**config.mk**
```make
export PLATFORM = sky130hd
export DESIGN_NAME = xswitch_port_scheduler
export DESIGN_NICKNAME = d
export VERILOG_FILES = /design/src/rtl/xswitch_port_scheduler.sv
export SDC_FILE = /design/constraint.sdc
export NUM_CORES = 1
export LEC_CHECK = 0
export CORE_AREA = 4 4 82 77
export CTS_CLUSTER_SIZE = 30
export DETAILED_ROUTE_END_ITERATION = 10
export DIE_AREA = 0 0 86 81
export GPL_TIMING_DRIVEN = 1
export PLACE_DENSITY_LB_ADDON = 0.12
export SYNTH_ARGS = -nofsm -noshare
export SYNTH_HDL_FRONTEND = slang
export SYNTH_SLANG_ARGS = --single-unit
```
**constraint.sdc**
```tcl
create_clock -name clk -period 7.6 [get_ports clk]
set_input_delay 1.9 -clock clk [delete_from_list [all_inputs] [get_ports clk]]
set_output_delay 1.9 -clock clk [all_outputs]
set_load 0.01 [all_outputs]
```
**src/rtl/xswitch_port_scheduler.sv**
```systemverilog
// Round-robin, packet-granular scheduler for one xswitch output port.
// Holds a grant for a whole packet, counts accepted beats, then re-arbitrates.
module xswitch_port_scheduler #(
  parameter int NUM_REQ = 8,
  parameter int LEN_W   = 4,
  localparam int ID_W   = $clog2(NUM_REQ)
) (
  input  logic                     clk,
  input  logic                     reset,
  input  logic [NUM_REQ-1:0]       req,
  input  logic [NUM_REQ*LEN_W-1:0] req_len,
  input  logic                     out_ready,
  output logic [NUM_REQ-1:0]       grant,
  output logic [ID_W-1:0]          grant_id,
  output logic                     busy,
  output logic                     beat_last,
  output logic                     abort_err
);

  typedef enum logic [0:0] {
    ST_IDLE = 1'b0,
    ST_BUSY = 1'b1
  } state_t;

  state_t               state_r, state_s;
  logic [NUM_REQ-1:0]   grant_r, grant_s;
  logic [ID_W-1:0]      grant_id_r, grant_id_s;
  logic [LEN_W-1:0]     rem_r, rem_s;
  logic [ID_W-1:0]      ptr_r, ptr_s;
  logic                 abort_r, abort_s;
  logic [ID_W-1:0]      pick_ptr_s;
  logic [ID_W:0]        pick_s;
  logic                 arb_s;
  logic                 abort_now_s;
  logic                 end_pkt_s;

  function automatic logic [ID_W-1:0] next_idx(input logic [ID_W-1:0] idx);
    logic [ID_W-1:0] nxt;
    if (idx == ID_W'(NUM_REQ - 1)) begin
      nxt = '0;
    end else begin
      nxt = idx + ID_W'(1'b1);
    end
    return nxt;
  endfunction

  // Returns {found, index}: first requester scanning from p upward with wrap.
  function automatic logic [ID_W:0] rr_pick(input logic [NUM_REQ-1:0] r,
                                            input logic [ID_W-1:0]    p);
    logic            found;
    logic [ID_W-1:0] idx;
    logic [ID_W-1:0] cand;
    found = 1'b0;
    idx   = '0;
    cand  = p;
    for (int k = 0; k < NUM_REQ; k++) begin
      if (!found && r[cand]) begin
        found = 1'b1;
        idx   = cand;
      end else begin
        found = found;
      end
      cand = next_idx(cand);
    end
    return {found, idx};
  endfunction

  function automatic logic [LEN_W-1:0] eff_len(input logic [NUM_REQ*LEN_W-1:0] lens,
                                               input logic [ID_W-1:0]          idx);
    logic [LEN_W-1:0] l;
    l = lens[int'(idx)*LEN_W +: LEN_W];
    return (l == '0) ? LEN_W'(1'b1) : l;
  endfunction

  // Next-state: beat counting, packet end / abort detection and re-arbitration.
  always_comb begin
    state_s     = state_r;
    grant_s     = grant_r;
    grant_id_s  = grant_id_r;
    rem_s       = rem_r;
    ptr_s       = ptr_r;
    abort_s     = 1'b0;
    pick_ptr_s  = ptr_r;
    arb_s       = 1'b0;
    abort_now_s = 1'b0;
    end_pkt_s   = 1'b0;
    case (state_r)
      ST_IDLE: begin
        arb_s = |req;
      end
      ST_BUSY: begin
        abort_now_s = ~req[grant_id_r];
        end_pkt_s   = abort_now_s | ((rem_r == LEN_W'(1'b1)) & out_ready);
        if (end_pkt_s) begin
          abort_s    = abort_now_s;
          ptr_s      = next_idx(grant_id_r);
          pick_ptr_s = ptr_s;
          arb_s      = 1'b1;
        end else if (out_ready) begin
          rem_s = rem_r - LEN_W'(1'b1);
        end else begin
          rem_s = rem_r;
        end
      end
      default: begin
        state_s = ST_IDLE;
        grant_s = '0;
      end
    endcase
    pick_s = rr_pick(req, pick_ptr_s);
    // Abort or finished packet with nobody waiting falls back to idle.
    if (arb_s && pick_s[ID_W]) begin
      state_s    = ST_BUSY;
      grant_id_s = pick_s[ID_W-1:0];
      grant_s    = NUM_REQ'(1'b1) << pick_s[ID_W-1:0];
      rem_s      = eff_len(req_len, pick_s[ID_W-1:0]);
    end else if (arb_s) begin
      state_s = ST_IDLE;
      grant_s = '0;
      rem_s   = '0;
    end else begin
      state_s = state_s;
    end
  end

  // State and output registers.
  always_ff @(posedge clk or posedge reset) begin
    if (reset) begin
      state_r    <= ST_IDLE;
      grant_r    <= '0;
      grant_id_r <= '0;
      rem_r      <= '0;
      ptr_r      <= '0;
      abort_r    <= 1'b0;
    end else begin
      state_r    <= state_s;
      grant_r    <= grant_s;
      grant_id_r <= grant_id_s;
      rem_r      <= rem_s;
      ptr_r      <= ptr_s;
      abort_r    <= abort_s;
    end
  end

  assign grant     = grant_r;
  assign grant_id  = grant_id_r;
  assign busy      = (state_r == ST_BUSY);
  assign beat_last = (state_r == ST_BUSY) && (rem_r == LEN_W'(1'b1));
  assign abort_err = abort_r;

endmodule

```
Word-level counts from Yosys, hierarchy flattened
Cells that the tools add are included.

word-level totals
  bits of input ports = 43
  output and inout port bits = 14
  logic and storage cells = 120
  register bits after elaboration = 20

operators by class
  $lt $le $gt $ge = 9
  bitwise logic cells = 4
  reduce and logical (&&, ||, !) cells = 22
  add/subtract/negate cells = 9
  shifts and indexed selects = 2
  mux-type cells = 58
  equality and inequality tests = 10

operators with widths
  operator               number
  $mux W3                18
  $lt A3 B4 Y1 const B   9
  $shiftx A32 B6 Y4      1
  $bmux W1 S3            9
  $add A3 B1 Y3 const B  8
  $eq A3 B3 Y1 const B   8
  $mux W4                6
  $mux W1                22
  $mux W8                2
  $logic_and A1 B1 Y1    9
  $reduce_or A8 Y1       1
  $shl A1 B3 Y8 const A  1
  $logic_not A1 Y1       7
  $reduce_bool A3 Y1     2
  $eq A4 B1 Y1 const B   1
  $logic_not A4 Y1       1
  $sub A4 B1 Y4 const B  1
  $ne A3 B2 Y1 const B   1
  $reduce_and A3 Y1      1
  $not A1 Y1             2
  $pmux W1 S2            1
  $reduce_bool A2 Y1     1
  $and A1 B1 Y1          1
  $or A1 B1 Y1           1

Depth between registers and ports, before layout
Gate-level depths: netlist of the first run.

  word-level depth = 34
  depth in mapped cells = 25
  gate-level depth less buffers = 21

Least setup slack after synthesis of the first run
Ideal clock, no wire load.

  path kind = input to register
  start point = input req[7]
  end point = register rem_r[0]
  stages = 19
  required time = 7.523 ns
  arrival time = 7.182 ns
  path slack = 0.341 ns
  buffers on the path = 2
  library setup time = 0.077 ns
  cell sequence = mux2i_1 mux4_2 o21ai_2 mux2_4 clkbuf_1 ha_1 ha_1 xnor2_1 xnor3_1 mux4_2 a211oi_2 nand4_4 a21oi_1 a21oi_1 a22oi_1 buf_4 mux2_2 or3_1 o21ai_1

between the ends
  cells in the longest elaborated chain, start to end = 34
  elaborated cells between the ends (all ways) = 86
  classes of those cells = add/sub: 7; eq/ne: 8; shift: 1; mux: 48; bitwise: 2; reduce/logical: 20

RTL lines
  item                                                                    RTL line  text
  start: declaration                                                      10        input logic [NUM_REQ-1:0] req,
  $bmux W1 S3 (*)                                                         92        abort_now_s = ~req[grant_id_r];
  $mux W1 (implied by the code) (*)                                       92
  $not A1 Y1 (*)                                                          92
  $or A1 B1 Y1 (*)                                                        93        end_pkt_s = abort_now_s | ((rem_r == LEN_W'(1'b1)) & out_ready);
  $mux W3 (*)                                                             94        if (end_pkt_s) begin
  $mux W3 (*)                                                             -
  named net pick_ptr_s[1]                                                 31        logic [ID_W-1:0] pick_ptr_s;
  parallel branches: the longest is 28 deep, another holds $add A3 B1 Y3  -
  end signal: assignment                                                  139       rem_r <= rem_s;
  end: declaration                                                        28        logic [LEN_W-1:0] rem_r, rem_s;

Mark *: on every way through the listed nets, which the timed path passes. The select of a mux whose other input is x is not followed.
A chain may end at the register's enable or synchronous reset.

Final worst setup path of the first run
Same ends and word-level chain as after synthesis.

==> results_dict.tcl, run 1 <==
set metrics [dict create \
    status "finished clean" \
    reg2regPathDepth 22 \
    setup_tns_ps 0 \
    whs_endpoint "grant[0]" \
    timing.final.ws_setup_ps 333 \
    die_w_um 86 \
    final-max-slew-violation-count 0 \
    io_pins 57 \
    finClkSkew_ps 1.63 \
    clk_latency_ps 260 \
    initial_utilization_pct 51.4 \
    path_class "input port to register" \
    numPortBuffers 56 \
    antenna_left 0 \
    grt_max_degree 21 \
    finalSetupViolCount 0 \
    whs_path_depth 1 \
    coreArea_um2 5500 \
    drt-vias-per-instance 6.18 \
    nets 467 \
    synth.net_count 399 \
    die_h_um 81 \
    hold_viol_final 0 \
    vias 2991 \
    hold_path.class "register to register" \
    cts_tree "built" \
    dr.pass1.iters 5 \
    seq_area_frac_synth_pct 17.7 \
    worst_ep_arrival_time_ps 7410 \
    fp-row-count 26 \
    crit_chain "clkdlybuf4s50_1 > mux2i_1 > mux4_2 > o21ai_4 > mux2_2 > ha_1 > ha_1 > buf_4 > mux2_2 > or2_2 > a211oi_1 > nor2_1 > and2b_2 > nand4_4 > buf_4 > nor3_4 > o32ai_4 > buf_4 > mux2i_1 > mux2i_1 > mux2_2 > a221oi_1 > o21ai_1" \
    syn-instance-count 347 \
    grt_antenna_before_repair 0 \
    cts_buffer_depth 2 \
    netlist_area_um2 2830 \
    cts.sink_count 20 \
    cp_slowest_cell "mux4_2" \
    critPathMaxFanout 14 \
    drc 0 \
    clk_pin_slew_ps 70 \
    yosys_warnings 0 \
    cts_setup_buffers 0 \
    dp_slack_ps -11.5 \
    syn2layout_area_growth_pct 30.4 \
    worstReg2RegStart "grant_id[0]" \
    h-tree-depth 1 \
    fin_cells 484 \
    max-slew-margin-rel_pct 43.2 \
    period_needed_ps 7270 \
    worstPathRequired_ps 7740 \
    dieArea_um2 6970 \
    ys_async_sr_fraction_pct 100 \
    crit_path_start_kind "input port" \
    final_cell_mix "clkdlybuf4s50_1 (56), nand2_1 (47), mux2i_1 (43)" \
    n_fill_cell 461 \
    placed_cells 480 \
    cts_root_buffer "clkbuf_8" \
    hpwl_mm 6.43 \
    grt_pass1_wl_mm 13.8 \
    cts_buffers 3 \
    reg2reg_to "rem_r[0]" \
    place_congestion 0.969 \
    drv_cap 0 \
    finalInstanceArea_um2 3690 \
    critPathBufInv 4 \
    path_delay_family "multiplexers" \
    post_dp_cell_area_um2 3590 \
    wl_mm 8.39 \
    synth_edf_count 0 \
    wl_per_cell_um 17.3 \
    synth_cell_types 70 \
    cpPeakStageDelay_ps 540 \
    drive_above_1_share_pct 17.9 \
    period_share_pct 95.6 \
    first_global_vias 2779 \
    worstMarginPinSlew_ps 845 \
    synthFlopType "dfrtp_1" \
    ys_seq_elements 20 \
    crit_path_end_kind "register" \
    drtIter0Drc 172 \
    diodes 0 \
    hp-start "grant[0]" \
    syn_area_per_cell_um2 8.15 \
    fmax_mhz 138 \
    grt_use_total_pct 24.3 \
    overflow 0 \
    reg2reg_slack_ps 1670 \
    layout_commonest_cell "clkdlybuf4s50_1" \
]
[layer usage]
layer | share of wire (%) | vias to the layer above | GRT usage (%)
met5 | 0 | - | 0
met4 | 2.3 | 0 | 8.54
met3 | 6.0 | 16 | 1.52
met2 | 48 | 123 | 38.9
met1 | 44 | 1426 | 34.7
li1 | - | 1426 | -
[per-stage QoR]
stage,hold slack [ps],utilization [%]
floorplan,516,-
global placement,461,65.3
detailed placement,473,65.3
CTS,495,66.6
global route,518,67.1
finish,497,67.1
[cell type report]
cell class,instances,area (um^2),area share [%]
repair buffers,87,793,21.5
multi-input cells,292,2190,59.5
well taps,70,87.6,2.37
clock buffers,3,41.3,1.12
flip-flops and latches,20,500,13.6
clock inverters,1,30.0,0.814
inverters,11,41.3,1.12
[how the worst max path moves through the flow]
stage / slack [ps] / endpoint / start / cells after the start
2_1_floorplan: 340 / rem_r[0] / req[7] / 19
4_1_cts: 240 / rem_r[0] / req[1] / 24
3_3_place_gp: 40 / rem_r[0] / req[7] / 24
5_1_grt: -2 / rem_r[0] / req[1] / 23
3_5_place_dp: -10 / rem_r[3] / req[7] / 20
6_report: 330 / rem_r[0] / req[7] / 23
[timing repair]
| action | in CTS | in global routing |
|---|---|---|
| gates resized for setup | 0 | 5 |
| setup endpoints to repair | 0 | 3 |
| hold buffers | 0 | 0 |
[Yosys cell counts (all sizes together) (4+ instances only)]
master    n  area share [%]
a211oi    6             1.8
a21oi    11             1.9
a32oi     4             1.2
and2      6             1.3
buf      10             2.5
clkbuf   14             1.9
dfrtp    20              18
ha        9             4.0
inv      11             1.5
mux2     15             6.2
mux2i    44              16
mux4      4             3.2
nand2    48             6.5
nand3     9             1.6
nor2     34             4.5
o2111ai   4             1.2
o211ai    7             2.0
o21ai    24             4.4
[state kept, by name, indices dropped and copies added (netlist names)]
signal / cells
rem_r: 4
busy: 1
abort_err: 1
grant_id: 3
grant: 8
ptr_r: 3
[worst reg2reg max path, cell delays in order, from the launching register on]
cell	delay [ps]
dfrtp_1	690
mux2i_1	180
mux4_2	540
o21ai_4	200
mux2_2	370
ha_1	210
ha_1	320
buf_4	200
mux2_2	370
or2_2	270
a211oi_1	250
nor2_1	120
and2b_2	270
nand4_4	100
buf_4	180
nor3_4	260
o32ai_4	170
buf_4	230
mux2i_1	170
mux2i_1	90
mux2_2	280
a221oi_1	230
o21ai_1	100
[cells by family after synthesis]
kind of cell    Yosys count  share of synthesized area [%]
simple gates            126                           21.9
compound gates           89                           23.1
mux                      63                           25.4
buf+inv                  35                           5.84
flops                    20                           17.7
fa+ha+maj                 9                           3.98
xor+xnor                  5                           2.04
Power of run 1 is not shown: default switching activity piles up to over one toggle a cycle in this logic, so the estimate is an artifact.
==> run 2: changes to the inputs <==
--- a/config.mk
+++ b/config.mk
@@ -5,12 +5,15 @@
 export SDC_FILE = /design/constraint.sdc
 export NUM_CORES = 1
 export LEC_CHECK = 0
-export CORE_AREA = 4 4 82 77
+export CELL_PAD_IN_SITES_DETAIL_PLACEMENT = 1
+export CELL_PAD_IN_SITES_GLOBAL_PLACEMENT = 1
+export CORE_AREA = 4 4 95 88
 export CTS_CLUSTER_SIZE = 30
 export DETAILED_ROUTE_END_ITERATION = 10
-export DIE_AREA = 0 0 86 81
+export DIE_AREA = 0 0 99 92
 export GPL_TIMING_DRIVEN = 1
 export PLACE_DENSITY_LB_ADDON = 0.12
 export SYNTH_ARGS = -nofsm -noshare
 export SYNTH_HDL_FRONTEND = slang
 export SYNTH_SLANG_ARGS = --single-unit
+export TNS_END_PERCENT = 30
==> results_dict.tcl, run 2 (same netlist as run 1, synthesis figures left out) <==
set metrics [dict create \
    worstReg2RegStart "grant_id[0]" \
    initial_utilization_pct 38.2 \
    dieArea_um2 9110 \
    cts_root_buffer "clkbuf_8" \
    drt-vias-per-instance 5.80 \
    die_h_um 92 \
    whs_path_depth 2 \
    grt_use_total_pct 21.6 \
    dr.pass1.iters 4 \
    hold_path.class "register to register" \
    hp-start "grant[2]" \
    first_global_vias 3117 \
    worstPathRequired_ps 7780 \
    reg2reg_slack_ps 1650 \
    numPortBuffers 56 \
    critPathMaxFanout 11 \
    fmax_mhz 138 \
    antenna_left 0 \
    setup_tns_ps 0 \
    cts-hold-fix-buffers 0 \
    status "finished clean" \
    coreArea_um2 7390 \
    drive_above_1_share_pct 18.4 \
    crit_path_start_kind "input port" \
    wl_mm 10.1 \
    period_needed_ps 7270 \
    drtIter0Drc 129 \
    clk_pin_slew_ps 70 \
    worst_ep_arrival_time_ps 7450 \
    place_congestion 0.929 \
    grt_max_degree 21 \
    h-tree-depth 1 \
    clk_latency_ps 250 \
    diodes 0 \
    finClkSkew_ps 1.95 \
    grt_pass1_wl_mm 16.2 \
    timing.final.ws_setup_ps 328 \
    syn2layout_area_growth_pct 30.6 \
    final_cell_mix "clkdlybuf4s50_1 (56), nand2_1 (47), mux2i_1 (42)" \
    wl_per_cell_um 19.8 \
    cts_buffers 3 \
    crit_path_end_kind "register" \
    overflow 0 \
    cts_tree "built" \
    fp-row-count 30 \
    drv_cap 0 \
    vias 2953 \
    reg2regPathDepth 21 \
    layout_commonest_cell "clkdlybuf4s50_1" \
    final-max-slew-violation-count 0 \
    cts_buffer_depth 2 \
    path_class "input port to register" \
    reg2reg_to "rem_r[0]" \
    dp_slack_ps -186 \
    whs_endpoint "grant[2]" \
    period_share_pct 95.7 \
    finalSetupViolCount 0 \
    hpwl_mm 7.80 \
    rsz0062_at_grt "false" \
    hold_viol_final 0 \
    largest_reg_flops 8 \
    grt_antenna_before_repair 0 \
    drc 0 \
    worstMarginPinSlew_ps 1010 \
    nets 467 \
    max-slew-margin-rel_pct 32.3 \
    die_w_um 99 \
    cts.sink_count 20 \
    final_util_pct 49.9 \
    io_pins 57 \
]
-- run 2: final cells by class --
type	count	area, um^2
repair buffers	87	797
clock buffers	3	41.3
inverters	11	41.3
fillers	905	3700
multi-input cells	292	2190
flip-flops and latches	20	500
well taps	96	120
-- run 2: per-layer routing --
| layer | global-route usage [%] | wire length (um) | vias to the layer above |
|---|---|---|---|
| li1 | - | - | 1429 |
| met4 | 2.62 | 23 | 0 |
| met5 | 0 | 0 | - |
| met2 | 37.6 | 4990 | 75 |
| met3 | 1.14 | 410 | 2 |
| met1 | 30.2 | 4630 | 1447 |
-- run 2: worst max path at each step --
stage	from	cells after the start	slack, ps	endpoint
finish	req[7]	22	330	rem_r[0]
global route	req[7]	23	6	rem_r[0]
CTS	req[7]	20	110	rem_r[3]
detailed placement	req[7]	20	-190	rem_r[3]
global placement	req[7]	18	-30	rem_r[3]
floorplan	req[7]	19	340	rem_r[0]
-- run 2: timing repair --
action	CTS	global route
resized for setup	0	9
endpoints found under the setup margin	0	4
hold endpoints to repair	0	0
setup buffers	0	1
-- run 2: worst max-delay path: stages --
cell	delay, ps
clkdlybuf4s50_1	480
mux2i_1	110
mux4_2	520
o21ai_2	200
mux2_2	380
ha_1	200
ha_1	320
buf_4	200
mux2_2	360
or2_2	280
a211oi_1	290
nor2_1	130
and2b_2	280
nand4_4	190
nor3_4	230
o32ai_2	160
buf_4	200
mux2i_1	140
mux2i_1	90
mux2_2	320
or3_1	320
o21ai_1	150
-- run 2: through the flow --
step	std cells	cell area, um^2	hold slack (ps)
after global placement	505	3620	462
after detailed placement	505	3620	478
after CTS	508	3660	495
after global routing	509	3690	517
after floorplan	347	2830	516
final	509	3690	488
Power of run 2 is left out for the same reason.
